$ cat src/rtl/golden_nonce_reporter_if.sv
// Golden-nonce report bus: nonce/work strobes from the hashing core and the
// host toggle handshake from the JTAG side.
interface golden_nonce_reporter_if #(
  parameter int WORK_ID_W = 4
);
  logic                  rx_new_nonce;
  logic [31:0]           rx_nonce;
  logic                  rx_new_work;
  logic                  host_rd_toggle;
  logic [32+WORK_ID_W:0] rd_data;
  logic                  rd_ack_toggle;

  modport master (
    output rx_new_nonce, rx_nonce, rx_new_work, host_rd_toggle,
    input  rd_data, rd_ack_toggle
  );

  modport slave (
    input  rx_new_nonce, rx_nonce, rx_new_work, host_rd_toggle,
    output rd_data, rd_ack_toggle
  );
endinterface

$ cat src/rtl/golden_nonce_reporter.sv
// Buffers work-tagged golden nonces in a FIFO and drains them to the host via a
// toggle req/ack handshake. Optional macro NONCE_DEDUP_EN drops repeated reports.
module golden_nonce_reporter #(
  parameter int DEPTH         = 8,
  parameter int WORK_ID_W     = 4,
  parameter int FLUSH_ON_WORK = 1
) (
  input  logic                     hash_clk,
  input  logic                     reset,
  golden_nonce_reporter_if.slave   nonce_bus,
  output logic [7:0]               o_overflow_count,
  output logic [$clog2(DEPTH):0]   o_fifo_level
);
  localparam int AW = $clog2(DEPTH);
  localparam int PW = AW + 1;
  localparam int EW = 32 + WORK_ID_W;

  logic [EW-1:0]        r_mem [DEPTH];
  logic [PW-1:0]        r_wr_ptr;
  logic [PW-1:0]        r_rd_ptr;
  logic [WORK_ID_W-1:0] r_work_id;
  logic                 r_sync1;
  logic                 r_sync2;
  logic                 r_prev;
  logic                 r_pop_d;
  logic                 r_ack;
  logic [EW:0]          r_rd_data;
  logic [7:0]           r_ovf;

  logic [PW-1:0] w_level;
  logic          w_empty;
  logic          w_full;
  logic          w_flush;
  logic          w_pop_req;
  logic          w_pop;
  logic          w_dup;
  logic          w_push_try;
  logic          w_push;
  logic          w_drop;
  logic [EW-1:0] w_entry;

  assign w_level    = r_wr_ptr - r_rd_ptr;
  assign w_empty    = (w_level == '0);
  assign w_full     = (w_level == PW'(DEPTH));
  assign w_flush    = (FLUSH_ON_WORK != 0) && nonce_bus.rx_new_work;
  assign w_pop_req  = r_sync2 ^ r_prev;
  assign w_pop      = w_pop_req && !w_empty && !w_flush;
  assign w_entry    = {r_work_id, nonce_bus.rx_nonce};
  assign w_push_try = nonce_bus.rx_new_nonce && !w_flush && !w_dup;
  // A pop in the same cycle frees a slot, so a full FIFO still accepts.
  assign w_push     = w_push_try && (!w_full || w_pop);
  assign w_drop     = w_push_try && w_full && !w_pop;

`ifdef NONCE_DEDUP_EN
  logic [EW-1:0] r_last;
  logic          r_last_vld;

  assign w_dup = r_last_vld && (r_last == w_entry);

  always_ff @(posedge hash_clk) begin
    if (reset || nonce_bus.rx_new_work) begin
      r_last     <= '0;
      r_last_vld <= 1'b0;
    end else if (w_push) begin
      r_last     <= w_entry;
      r_last_vld <= 1'b1;
    end
  end
`else
  assign w_dup = 1'b0;
`endif

  always_ff @(posedge hash_clk) begin
    if (w_push) r_mem[r_wr_ptr[AW-1:0]] <= w_entry;
  end

  always_ff @(posedge hash_clk) begin
    if (reset) begin
      r_wr_ptr  <= '0;
      r_rd_ptr  <= '0;
      r_work_id <= '0;
      // Preload with the live toggle level so a held level is not seen as a request.
      r_sync1   <= nonce_bus.host_rd_toggle;
      r_sync2   <= nonce_bus.host_rd_toggle;
      r_prev    <= nonce_bus.host_rd_toggle;
      r_pop_d   <= 1'b0;
      r_ack     <= 1'b0;
      r_rd_data <= '0;
      r_ovf     <= '0;
    end else begin
      r_sync1 <= nonce_bus.host_rd_toggle;
      r_sync2 <= r_sync1;
      r_prev  <= r_sync2;
      r_pop_d <= w_pop_req;
      if (r_pop_d) r_ack <= ~r_ack;
      if (w_pop_req) r_rd_data <= w_pop ? {1'b1, r_mem[r_rd_ptr[AW-1:0]]} : '0;
      if (nonce_bus.rx_new_work) r_work_id <= r_work_id + 1'b1;
      if (w_flush) r_rd_ptr <= r_wr_ptr;
      else if (w_pop) r_rd_ptr <= r_rd_ptr + 1'b1;
      if (w_push) r_wr_ptr <= r_wr_ptr + 1'b1;
      if (w_drop && (r_ovf != 8'hFF)) r_ovf <= r_ovf + 1'b1;
    end
  end

  assign nonce_bus.rd_data       = r_rd_data;
  assign nonce_bus.rd_ack_toggle = r_ack;
  assign o_overflow_count        = r_ovf;
  assign o_fifo_level            = w_level;
endmodule

$ cat src/flat_wrapper.sv
// flat-port wrapper written by rule: the top's interface ports become plain ports
module golden_nonce_reporter_flat 
#(
  parameter int DEPTH         = 8,
  parameter int WORK_ID_W     = 4,
  parameter int FLUSH_ON_WORK = 1
)
  (hash_clk, reset, o_overflow_count, o_fifo_level, nonce_bus_rx_new_nonce, nonce_bus_rx_nonce, nonce_bus_rx_new_work, nonce_bus_host_rd_toggle, nonce_bus_rd_data, nonce_bus_rd_ack_toggle);
  golden_nonce_reporter_if #(.WORK_ID_W(WORK_ID_W)) nonce_bus_i ();
  input  logic hash_clk;
  input  logic reset;
  output logic [7:0] o_overflow_count;
  output logic [$clog2(DEPTH):0] o_fifo_level;
  input wire logic [$bits(nonce_bus_i.rx_new_nonce)-1:0] nonce_bus_rx_new_nonce;
  input wire logic [$bits(nonce_bus_i.rx_nonce)-1:0] nonce_bus_rx_nonce;
  input wire logic [$bits(nonce_bus_i.rx_new_work)-1:0] nonce_bus_rx_new_work;
  input wire logic [$bits(nonce_bus_i.host_rd_toggle)-1:0] nonce_bus_host_rd_toggle;
  output wire logic [$bits(nonce_bus_i.rd_data)-1:0] nonce_bus_rd_data;
  output wire logic [$bits(nonce_bus_i.rd_ack_toggle)-1:0] nonce_bus_rd_ack_toggle;
  assign nonce_bus_i.rx_new_nonce = nonce_bus_rx_new_nonce;
  assign nonce_bus_i.rx_nonce = nonce_bus_rx_nonce;
  assign nonce_bus_i.rx_new_work = nonce_bus_rx_new_work;
  assign nonce_bus_i.host_rd_toggle = nonce_bus_host_rd_toggle;
  assign nonce_bus_rd_data = nonce_bus_i.rd_data;
  assign nonce_bus_rd_ack_toggle = nonce_bus_i.rd_ack_toggle;
  golden_nonce_reporter #(.DEPTH(DEPTH), .WORK_ID_W(WORK_ID_W), .FLUSH_ON_WORK(FLUSH_ON_WORK)) u_core (.hash_clk(hash_clk), .reset(reset), .nonce_bus(nonce_bus_i), .o_overflow_count(o_overflow_count), .o_fifo_level(o_fifo_level));
endmodule
$ cat config.mk
export PLATFORM = sky130hd
export DESIGN_NAME = golden_nonce_reporter_flat
export DESIGN_NICKNAME = d
export VERILOG_FILES = /design/src/rtl/golden_nonce_reporter_if.sv /design/src/rtl/golden_nonce_reporter.sv /design/src/flat_wrapper.sv
export SDC_FILE = /design/constraint.sdc
export NUM_CORES = 1
export LEC_CHECK = 0
export CORE_MARGIN = 1.5
export CORE_UTILIZATION = 53
export DETAILED_ROUTE_END_ITERATION = 7
export GPL_TIMING_DRIVEN = 0
export PLACE_DENSITY = 0.76
export SLEW_MARGIN = 20
export SYNTH_ARGS = -nofsm -noshare
export SYNTH_HDL_FRONTEND = slang
export SYNTH_SLANG_ARGS = --single-unit
export TNS_END_PERCENT = 50
$ cat constraint.sdc
create_clock -name hash_clk -period 5.6 [get_ports hash_clk]
set_input_delay 0.84 -clock hash_clk [delete_from_list [all_inputs] [get_ports hash_clk]]
set_output_delay 0.84 -clock hash_clk [all_outputs]
set_load 0.01 [all_outputs]
==> impl_metrics.env, run 1 <==
export IMPL_grt_pass1_vias=7457
export IMPL_synth_area_leaders="edfxtp_1 65%, mux4_2 12%, dfxtp_1 9.8%, mux2i_1 3.0%, nand2_1 1.3%"
export IMPL_grt_busiest_layer="met2"
export IMPL_port_buffers=85
export IMPL_use_met2=0.378
export IMPL_drive_above_1_share=0.203
export IMPL_drv_cap=0
export IMPL_fmax_mhz=250
export IMPL_leakage_nw=5.20
export IMPL_cts_tree="built"
export IMPL_postSynth_asyncResetShare=0
export IMPL_drt_wl_total_um=27800
export IMPL_fp_coreArea_um2=24500
export IMPL_synthAdderAreaFrac=0.00807
export IMPL_synth_edf_count=288
export IMPL_setup_viol=0
export IMPL_fin_nets=906
export IMPL_yosysTopAreaCellShare=0.648
export IMPL_dpl_hpwl_um=18200
export IMPL_cts_setup_buffers=0
export IMPL_yosysTopAreaCell="edfxtp_1"
export IMPL_fill_cells=1614
export IMPL_grt_antenna_before_repair=2
export IMPL_synth_top_family_by_area="multiplexers"
export IMPL_met3_usage=0.0388
export IMPL_final_antenna_net_count=0
export IMPL_outcome="completed"
export IMPL_syn_area_um2=13300
export IMPL_cts_root_buf="clkbuf_16"
export IMPL_drc=0
export IMPL_required_ns=5.80
export IMPL_clkTransAtPathRegs_ns=0.06
export IMPL_rsz0062_at_grt="no"
export IMPL_worst_slew_pin_slew_ns=0.928
export IMPL_crit_type="reg -> reg"
export IMPL_vias=7153
export IMPL_path_max_fanout=9
export IMPL_place_ws_ns=1.63
export IMPL_grt_overflow_total=0
export IMPL_ys_ff_latch=353
export IMPL_powerDensity_nw_per_um2=360
export IMPL_postSynthAreaPerCell_um2=18.8
export IMPL_track_usage=0.222
export IMPL_synthMuxAreaShare=0.155
export IMPL_die_h_um=162
export IMPL_fin_crit_sh=0.715
export IMPL_synthFlopType="edfxtp_1"
export IMPL_final_hold_viol_count=0
export IMPL_timing_rr_end="u_core.r_mem[3][20]"
export IMPL_syn_to_final_growth_pct=20.1
export IMPL_start_util=0.544
export IMPL_hold_class="reg -> reg"
export IMPL_fin_ws_ns=1.60
export IMPL_rrSetupSlack_ns=1.60
export IMPL_rows=57
export IMPL_skew_ns=0.0194
export IMPL_seq_area_frac_synth=0.746
export IMPL_drt_pass1_iterations=5
export IMPL_timing_slew_headroom=0.382
export IMPL_ys_types=46
export IMPL_htreeDepth=2
export IMPL_die_w_um=162
export IMPL_syn_inst=710
export IMPL_min_period_ns=4.00
export IMPL_dieArea_um2=26100
export IMPL_min_from="u_core.r_sync1"
export IMPL_clk_latency_ns=0.51
export IMPL_finalPower_mw=5.77
export IMPL_numCtsBuffers=35
export IMPL_hold_buffers=0
export IMPL_max_vdd_ir_drop_uv=225
export IMPL_io_pins=87
export IMPL_worstPathArrival_ns=4.20
export IMPL_min_to="u_core.r_sync2"
export IMPL_grt_start_max_net_pins=38
export IMPL_clock_sinks=353
export IMPL_yosys_area_share_simple=0.0400
export IMPL_worst_r2r_path_depth=13
export IMPL_gr_usage_met1=0.302
export IMPL_grt_pass1_wl_um=43000
export IMPL_clock_path_buffers=3
export IMPL_synth_net_count=755
export IMPL_vias_per_cell=5.91
export IMPL_synth_compound_area_share=0.0295
export IMPL_wl_per_cell_um=23.0
export IMPL_ys_warnings_count=0
export IMPL_crit_path_start_kind="flop"
export IMPL_gp_congestion=0.853
export IMPL_reg2reg_from="u_core.r_wr_ptr[0]"
export IMPL_maxSlewViolCount=0
export IMPL_end_kind="flop"
export IMPL_worstHoldPathCells=2
export IMPL_cts_resized=0
export IMPL_synth_xor_area_frac=0.00779
export IMPL_drtIter0Drc=641
flip-flops by register name, summed over array words and instances (netlist names), named ones only:
| register | count |
|---|---|
| u_core.r_work_id | 4 |
| u_core.r_sync2 | 1 |
| u_core.r_wr_ptr | 4 |
| u_core.r_rd_ptr | 4 |
| u_core.o_overflow_count | 8 |
| u_core.r_prev | 1 |
| u_core.nonce_bus.rd_data | 37 |
| u_core.nonce_bus.rd_ack_toggle | 1 |
| u_core.r_pop_d | 1 |
| u_core.r_mem | 288 |
| u_core.r_sync1 | 1 |
power breakdown:
group	internal, mW	switching [mW]
registers	2.90	0.0331
logic	0.262	0.290
clock network	1.34	0.940
worst max path at each step:
| stage | from | endpoint | cells after the start |
|---|---|---|---|
| floorplan | u_core.r_wr_ptr[0] | u_core.r_mem[6][0] | 10 |
| global placement | u_core.r_wr_ptr[0] | u_core.r_mem[3][19] | 10 |
| detailed placement | u_core.r_wr_ptr[0] | u_core.r_mem[3][19] | 13 |
| CTS | u_core.r_wr_ptr[0] | u_core.r_mem[3][19] | 13 |
| global route | u_core.r_wr_ptr[0] | u_core.r_mem[3][20] | 13 |
| finish | u_core.r_wr_ptr[0] | u_core.r_mem[3][20] | 13 |
metrics by stage:
stage	instances	hold WS (ns)	TNS (ns)	instance area [um2]	util
CTS	1210	0.454	0	16000	0.653
detailed placement	1148	0.444	0	14900	0.607
floorplan	710	0.415	0	13300	-
global route	1210	0.457	0	16000	0.653
global placement	1119	0.434	-405.72	14600	0.595
finish	1211	0.444	0	16000	0.653
kinds of logic after synthesis:
logic type / after synthesis
xor+xnor: 11
flops: 353
compound gates: 68
buf+inv: 44
fa+ha+maj: 8
mux: 116
simple gates: 110
cell type report:
cell class,instances,area (um2),share of cell area
Tap cell,324,405,0.0253
Buffer,33,141,0.00883
Clock buffer,45,945,0.0590
Inverter,11,41.3,0.00258
Antenna cell,1,2.50,0.000156
Sequential cell,353,9950,0.621
Clock inverter,17,176,0.0110
Multi-Input combinational cell,313,3250,0.203
Timing Repair Buffer,114,1110,0.0693
layer usage:
| layer | up-vias | routed length, um |
|---|---|---|
| li1 | 3116 | - |
| met1 | 3718 | 11500 |
| met2 | 275 | 14100 |
| met3 | 40 | 1710 |
| met4 | 4 | 421 |
| met5 | - | 25 |
cells in the mapped netlist (3+ instances only):
master / number
a21o_1: 3
a21oi_1: 11
buf_2: 14
clkbuf_1: 19
dfxtp_1: 65
edfxtp_1: 288
ha_1: 7
inv_1: 10
mux2_1: 4
mux2i_1: 40
mux4_2: 72
nand2_1: 46
nand3_1: 12
nor2_1: 20
nor2b_1: 4
nor3_1: 9
nor3b_1: 3
o21ai_0: 13
o21ai_1: 31
xnor2_1: 6
xor2_1: 4
cell usage in the layout (no fill, tap or decap), drive strengths merged, types with 2 or more instances in the layout:
cell type / instances
buf: 43
xnor2: 6
nor2b: 4
nand2: 46
a21oi: 11
dfxtp: 65
ha: 7
bufinv: 3
a21o: 3
xor2: 5
nor3b: 3
mux4: 72
nor3: 10
nand3: 13
mux2: 4
o21ai: 45
mux2i: 40
or3: 2
clkinv: 12
nand3b: 2
a31oi: 2
inv: 12
edfxtp: 288
and4: 3
nand4: 2
clkbuf: 64
clkdlybuf4s50: 85
nor2: 20
worst max-delay path, cell delays in order, from the launching register on:
cell and delay (ns):
dfxtp_1 0.33, clkbuf_1 0.37, inv_1 0.18, ha_1 0.25, inv_1 0.07, fa_1 0.23
xor2_2 0.32, nor3_4 0.10, a31oi_4 0.35, nand2_1 0.17, nor3b_2 0.69, buf_6 0.24
buf_4 0.18, buf_4 0.20
No activity file was read; power rests on OpenSTA's default activity.
==> inputs of run 2 (changes only) <==
==> constraint.sdc (replaced) <==
create_clock -name hash_clk -period 3.6 [get_ports hash_clk]
set_input_delay 0.54 -clock hash_clk [delete_from_list [all_inputs] [get_ports hash_clk]]
set_output_delay 0.54 -clock hash_clk [all_outputs]
set_load 0.01 [all_outputs]
==> impl_metrics.env, run 2 (synthesized netlist as in run 1, its figures left out) <==
export IMPL_fmax_mhz=293
export IMPL_final_hold_viol_count=0
export IMPL_final_antenna_net_count=0
export IMPL_port_buffers=85
export IMPL_drive_above_1_share=0.210
export IMPL_multi_input_area_um2=3280
export IMPL_setup_viol=0
export IMPL_die_h_um=162
export IMPL_wl_per_cell_um=23.0
export IMPL_maxSlewViolCount=0
export IMPL_outcome="completed"
export IMPL_htreeDepth=2
export IMPL_drt_pass1_iterations=7
export IMPL_clk_latency_ns=0.51
export IMPL_hold_buffers=0
export IMPL_fp_coreArea_um2=24500
export IMPL_grt_pass1_vias=7465
export IMPL_drtIter0Drc=548
export IMPL_fin_crit_sh=0.947
export IMPL_io_pins=87
export IMPL_grt_pass1_wl_um=42300
export IMPL_drt_wl_total_um=27800
export IMPL_dieArea_um2=26100
export IMPL_largest_reg_flops=288
export IMPL_worst_slew_pin_slew_ns=0.971
export IMPL_vias=7140
export IMPL_skew_ns=0.0175
export IMPL_grt_overflow_total=0
export IMPL_placed_area_um2=14900
export IMPL_leakage_nw=5.22
export IMPL_start_util=0.544
export IMPL_clkTransAtPathRegs_ns=0.06
export IMPL_track_usage=0.218
export IMPL_die_w_um=162
export IMPL_vias_per_cell=5.89
export IMPL_dpl_hpwl_um=18000
export IMPL_cts_root_buf="clkbuf_16"
export IMPL_powerDensity_nw_per_um2=556
export IMPL_hold_class="reg -> reg"
export IMPL_gp_congestion=0.808
export IMPL_postLayoutCellArea_um2=16200
export IMPL_seq_area_um2=9950
export IMPL_end_kind="flop"
export IMPL_max_vdd_ir_drop_uv=343
export IMPL_path_max_fanout=37
export IMPL_syn_to_final_growth_pct=21.2
export IMPL_final_common_cell="edfxtp_1"
export IMPL_clock_sinks=353
export IMPL_numCtsBuffers=35
export IMPL_timing_slew_headroom=0.352
export IMPL_rsz0062_at_grt="no"
export IMPL_rows=57
export IMPL_clock_path_buffers=3
export IMPL_drc=0
export IMPL_crit_path_start_kind="flop"
export IMPL_min_period_ns=3.41
export IMPL_drv_cap=0
export IMPL_grt_antenna_before_repair=2
export IMPL_fin_nets=906
export IMPL_crit_type="reg -> reg"
export IMPL_worstPathArrival_ns=3.80
export IMPL_setup_tns_ns=0
export IMPL_grt_start_max_net_pins=38
export IMPL_final_cell_mix="288 x edfxtp_1, 85 x clkdlybuf4s50_1, 72 x mux4_2"
export IMPL_required_ns=3.99
export IMPL_fill_cells=1605
export IMPL_cts_tree="built"
## run 2: final cells by class
type / instances / area share
multi-input cells: 313 / 0.203
flip-flops and latches: 353 / 0.616
diodes: 1 / 0.000155
clock inverters: 17 / 0.00914
inverters: 11 / 0.00256
clock buffers: 46 / 0.0606
plain buffers: 33 / 0.00883
repair buffers: 114 / 0.0746
well taps: 324 / 0.0251
## run 2: where the power goes
group / internal (mW) / switching (mW)
Clock: 2.07 / 1.47
Combinational: 0.409 / 0.453
Sequential: 4.52 / 0.0520
## run 2: critical path, cell delays in order, from the launching register on
cell	delay (ns)
dfxtp_1	0.32
clkbuf_2	0.23
inv_2	0.16
ha_1	0.21
inv_1	0.06
fa_1	0.53
nand2b_1	0.21
nor3_4	0.07
a31oi_4	0.35
and4_4	0.75
mux2_1	0.39
## run 2: routing by layer
metal / vias up / wire (um) / GRT usage
met2: 287 / 14200 / 0.377
met1: 3660 / 11000 / 0.281
li1: 3134 / - / -
met5: - / 0 / 0
met3: 59 / 2030 / 0.0457
met4: 0 / 613 / 0.0630
## run 2: final timing paths
kind	start	cells past startpoint	slack [ns]	to
max	u_core.r_wr_ptr[0]	10	0.19	u_core.r_wr_ptr[3]
min	u_core.r_sync1	2	0.44	u_core.r_sync2
max reg2reg	u_core.r_wr_ptr[0]	10	0.19	u_core.r_wr_ptr[3]
min reg2reg	u_core.r_sync1	2	0.44	u_core.r_sync2
## run 2: what timing repair did
| action | 4_1_cts | 5_1_grt |
|---|---|---|
| pin swaps | 2 | 2 |
| cloned | 0 | 0 |
| buffers inserted | 3 | 6 |
| resized for setup | 1 | 3 |
| endpoints found under the setup margin | 59 | 71 |
## run 2: through the flow
stage | hold WS (ns) | utilization | total power, mW | cells | worst slack (ns)
2_1_floorplan | 0.415 | - | 5.16 | 710 | -0.338
3_3_place_gp | 0.436 | 0.597 | 5.46 | 1119 | -1.80
3_5_place_dp | 0.438 | 0.609 | 5.51 | 1139 | -0.254
4_1_cts | 0.447 | 0.656 | 9.03 | 1205 | 0.0146
5_1_grt | 0.462 | 0.659 | 9.24 | 1211 | 0.0170
6_report | 0.440 | 0.659 | 8.98 | 1212 | 0.189
==> inputs of run 3 (changes only) <==
--- a/config.mk
+++ b/config.mk
@@ -9,7 +9,7 @@
 export CORE_UTILIZATION = 53
 export DETAILED_ROUTE_END_ITERATION = 7
 export GPL_TIMING_DRIVEN = 0
-export PLACE_DENSITY = 0.76
+export PLACE_DENSITY = 0.75
 export SLEW_MARGIN = 20
 export SYNTH_ARGS = -nofsm -noshare
 export SYNTH_HDL_FRONTEND = slang
==> impl_metrics.env, run 3 (synthesized netlist as in run 1, its figures left out) <==
export IMPL_outcome="completed"
export IMPL_startpoint="u_core.r_wr_ptr[0]"
export IMPL_grt_start_max_net_pins=38
export IMPL_hold_buffers=0
export IMPL_dp_cells=1140
export IMPL_largest_reg_flops=288
export IMPL_die_h_um=162
export IMPL_fp_coreArea_um2=24500
export IMPL_final_cell_mix="288 x edfxtp_1, 85 x clkdlybuf4s50_1, 72 x mux4_2"
export IMPL_clkTransAtPathRegs_ns=0.06
export IMPL_end_kind="flop"
export IMPL_drc=0
export IMPL_multi_input_area_um2=3280
export IMPL_placed_area_um2=15000
export IMPL_skew_ns=0.0139
export IMPL_reg2reg_from="u_core.r_wr_ptr[0]"
export IMPL_fill_cells=1637
export IMPL_fin_nets=916
export IMPL_drive_above_1_share=0.210
export IMPL_fmax_mhz=287
export IMPL_required_ns=3.81
export IMPL_place_ws_ns=-0.197
export IMPL_rows=57
export IMPL_wl_per_cell_um=22.0
export IMPL_maxSlewViolCount=0
export IMPL_switching_share=0.216
export IMPL_crit_path_start_kind="flop"
export IMPL_cts_tree="built"
export IMPL_final_cells=1220
export IMPL_worst_slew_pin_slew_ns=0.976
export IMPL_clk_latency_ns=0.51
export IMPL_max_vdd_ir_drop_uv=336
export IMPL_final_hold_viol_count=0
export IMPL_dpl_hpwl_um=17200
export IMPL_start_util=0.544
export IMPL_setup_viol=0
export IMPL_track_usage=0.214
export IMPL_drt_pass1_iterations=5
export IMPL_path_max_fanout=10
export IMPL_final_antenna_net_count=0
export IMPL_grt_overflow_total=0
export IMPL_fin_crit_sh=0.966
export IMPL_io_pins=87
export IMPL_cts_root_buf="clkbuf_16"
export IMPL_final_common_cell="edfxtp_1"
export IMPL_fin_ws_ns=0.121
export IMPL_worst_r2r_path_depth=13
export IMPL_finalPower_mw=8.91
export IMPL_worstPathArrival_ns=3.69
export IMPL_clock_sinks=353
export IMPL_postLayoutCellArea_um2=16200
export IMPL_drv_cap=0
export IMPL_max_stage_delay_ns=0.51
export IMPL_crit_type="reg -> reg"
export IMPL_hold_class="reg -> reg"
export IMPL_syn_to_final_growth_pct=21.4
export IMPL_timing_rr_end="u_core.r_mem[5][19]"
export IMPL_drtIter0Drc=533
export IMPL_die_w_um=162
export IMPL_seqPwrFrac=0.513
export IMPL_grt_antenna_before_repair=0
export IMPL_grt_pass1_wl_um=41600
export IMPL_clock_path_buffers=3
export IMPL_pwr_share_clk=0.390
export IMPL_intPower_mw=6.99
export IMPL_cp_slowest_cell="fa_1"
export IMPL_comb_power_share=0.097
export IMPL_htreeDepth=2
export IMPL_rrSetupSlack_ns=0.12
export IMPL_p_sw_mw=1.92
export IMPL_seq_area_um2=9950
export IMPL_leakage_nw=5.25
export IMPL_timing_slew_headroom=0.347
export IMPL_drt_wl_total_um=26900
export IMPL_min_from="u_core.nonce_bus.rd_data[22]"
export IMPL_path_cells="clkbuf_2 > inv_2 > ha_1 > inv_1 > fa_1 > nand2b_1 > nor3_4 > a31oi_4 > nand2_2 > nor3_4 > buf_8 > buf_8 > buf_6"
export IMPL_vias=7050
export IMPL_port_buffers=85
export IMPL_powerDensity_nw_per_um2=550
export IMPL_dieArea_um2=26100
export IMPL_numCtsBuffers=36
export IMPL_gp_congestion=0.836
export IMPL_diodes=0
export IMPL_min_period_ns=3.48
export IMPL_crit_end="u_core.r_mem[5][19]"
export IMPL_vias_per_cell=5.78
export IMPL_grt_pass1_vias=7424
[run 3: cell types whose count changed in the layout (fill, tap and decap cells not counted), moves of 3 or more]
cell / before / now
buf_6: 2 / 9
buf_4: 11 / 17
clkbuf_1: 25 / 29
buf_8: 14 / 11
[run 3: timing repair]
item                                   CTS  global route
setup endpoints to repair               64            72
pin swaps                                2             4
buffers inserted                         6            11
gates resized for setup                  0             2
endpoints found under the hold margin    0             0
[run 3: area by class of cell]
class,instances,share of cell area
Buffer,33,0.00881
Clock buffer,49,0.0606
Clock inverter,14,0.00758
Inverter,11,0.00255
Multi-Input combinational cell,313,0.203
Sequential cell,353,0.615
Tap cell,324,0.0250
Timing Repair Buffer,123,0.0781
[run 3: routing by layer]
metal  part of all wire  wire length (um)  global-route usage
met1               0.40             10600               0.276
met2               0.52             14000               0.373
met3              0.064              1730              0.0357
met4              0.019               519              0.0638
met5                  0                 0                   0
[run 3: power groups by stage]
stage	Clock, mW	Combinational, mW	Sequential, mW
global placement	0	0.809	4.65
detailed placement	0	0.851	4.65
global route	3.69	0.930	4.58
CTS	3.53	0.860	4.57
floorplan	0	0.499	4.66
finish	3.48	0.862	4.57
[run 3: worst max-delay path: cells and delay by family, from the launching register on]
family | cells | cell delay (ns)
AOI/OAI and AO/OA | 1 | 0.32
adders and majority gates | 2 | 0.72
and+or+nand+nor | 4 | 0.79
buffers and inverters | 6 | 1.00
DFF | 1 | 0.31
[run 3: stage by stage]
step	hold slack [ns]	util	TNS (ns)
finish	0.445	0.660	0
detailed placement	0.443	0.609	-4.57
floorplan	0.415	-	-45.10
global placement	0.431	0.597	-330.59
CTS	0.435	0.656	-0.0422
global route	0.469	0.660	-0.325
[run 3: worst min path at each step]
stage	cells after the start	to	slack, ns
2_1_floorplan	2	u_core.r_sync2	0.42
3_3_place_gp	2	u_core.r_sync2	0.43
3_5_place_dp	2	u_core.nonce_bus.rd_data[19]	0.44
4_1_cts	3	u_core.r_work_id[1]	0.43
5_1_grt	2	u_core.nonce_bus.rd_data[22]	0.47
6_report	2	u_core.nonce_bus.rd_data[22]	0.45
==> RTL change: new RTL, config.mk and constraints of run 3 <==
Add a define of `NONCE_DEDUP_EN`.
--- a/src/rtl/golden_nonce_reporter.sv
+++ b/src/rtl/golden_nonce_reporter.sv
@@ -1,4 +1,6 @@
 // Buffers work-tagged golden nonces in a FIFO and drains them to the host via a
 // toggle req/ack handshake. Optional macro NONCE_DEDUP_EN drops repeated reports.
+`define NONCE_DEDUP_EN
+
 module golden_nonce_reporter #(
   parameter int DEPTH         = 8,
Formal check against the unedited RTL: not equivalent (Yosys sat finds a counterexample within 4 cycles, from zero or initial values and one cycle with reset high).
==> RTL change against run 3 <==
- first-iteration DRC count up 30%
- utilization down 0.066 points
- worst setup slack better by 46 ps
- sequential cell count up 37
- area after synthesis up 14%
- wire length up 17%
- final area up 14%
- total power up 17%
==> RTL change: results (changes against run 3) <==
- The total clock buffers created by CTS is 40 (+11%).
- The fraction of layout instances using a drive strength above 1 was 28.0% (+7.0 points).
- The final-layout worst hold slack is 436 ps (-9.06 ps).
- The fraction of the mapped netlist area in adder cells was 0.705% (-0.10 points).
- The latest clock arrival within the worst-skew pair is 530 ps (+20 ps).
- The non-clock buffer share of cell area came to 8.20% (-0.50 points).
- In this run the worst setup path begins at u_core.r_wr_ptr[1].
- The cell count after synthesis was 864 (+22%).
- The detailed placer's ending HPWL was 21100 µm (+23%).
- The compound-cell area share of the yosys netlist was 4.03% (+1.1 points).
- The end of the worst hold path is u_core.r_sync2.
- The maximum cell stage delay along the critical path is 550 ps (+40 ps).
- The arrival time of the worst setup path is 3660 ps (-30 ps).
- Ranked by instance count, the synthesized netlist is headed by 288 x sky130_fd_sc_hd__edfxtp_1, 102 x sky130_fd_sc_hd__dfxtp_1, 72 x sky130_fd_sc_hd__mux4_2.
- The routed wire length came to 31300 µm (+17%).
- The post-cts sizing count is 1 (+1).
- The placement-stage worst setup slack is -385 ps (-188 ps).
- The number of signal-net inverters in the final layout came to 16 (+5).
- The sequential cell area share was 57.8% (-3.7 points).
- The sequential-to-total area share from yosys stat is 70.1% (-4.5 points).
- The weighted congestion reported at the end of routability-driven placement is 0.733 (-12%).
- The slack of the worst reg-to-reg path is 170 ps (+50 ps).
- The mux cell area share after synthesis is 15.9% (+0.42 points).
- The post-synth net total is 909 (+20%).
- The post-layout net count is 1064 (+16%).
- The number of global-route vias before repair is 8549 (+15%).
- The total track usage is 21.5% (+0.17 points).
- The number of combinational gates with multiple inputs is 412 (+32%).
- The post-detailed-placement cell area is 0.0171 mm² (+14%).
- The global-route wire length before repair is 49000 µm (+18%).
- The clock buffer count came to 46 (-6.1%).
- The proportion of cell area occupied by multi-input gates is 23.7% (+3.4 points).
- The flow ran to the end, and the final reports show no timing, DRC or antenna violations.
- The end point of the critical path is u_core.r_mem[0][26].
- The maximum number of pins on one net before global-route repair is 17 (-55%).
- The logic depth of the worst register-to-register path is 11 (-2).
[RTL change: changes by cell type after synthesis, moves of 7 or more]
cell	change
sky130_fd_sc_hd__a22oi_1	+7
sky130_fd_sc_hd__a22oi_2	+29
sky130_fd_sc_hd__buf_6	+8
sky130_fd_sc_hd__dfxtp_1	+37
sky130_fd_sc_hd__mux2_2	+37
sky130_fd_sc_hd__nand2_1	-38
sky130_fd_sc_hd__nand4_1	+9
sky130_fd_sc_hd__nor2_1	+47
sky130_fd_sc_hd__nor2_2	+19
sky130_fd_sc_hd__o21ai_0	-10
sky130_fd_sc_hd__o21ai_1	-24
sky130_fd_sc_hd__xnor2_1	+34
[RTL change: per-layer routing]
metal	GRT usage (%)	routed length [µm]	up-vias
met4	6.52	699	0
met5	0	0	-
met3	3.52	1460	47
met1	28.8	13500	4235
met2	36.5	15600	226
li1	-	-	3669
[RTL change: power by group]
group          switching [mW]  internal (mW)
sequential             0.0707           4.94
clock                    1.69           2.57
combinational           0.602          0.569
total                    2.36           8.08
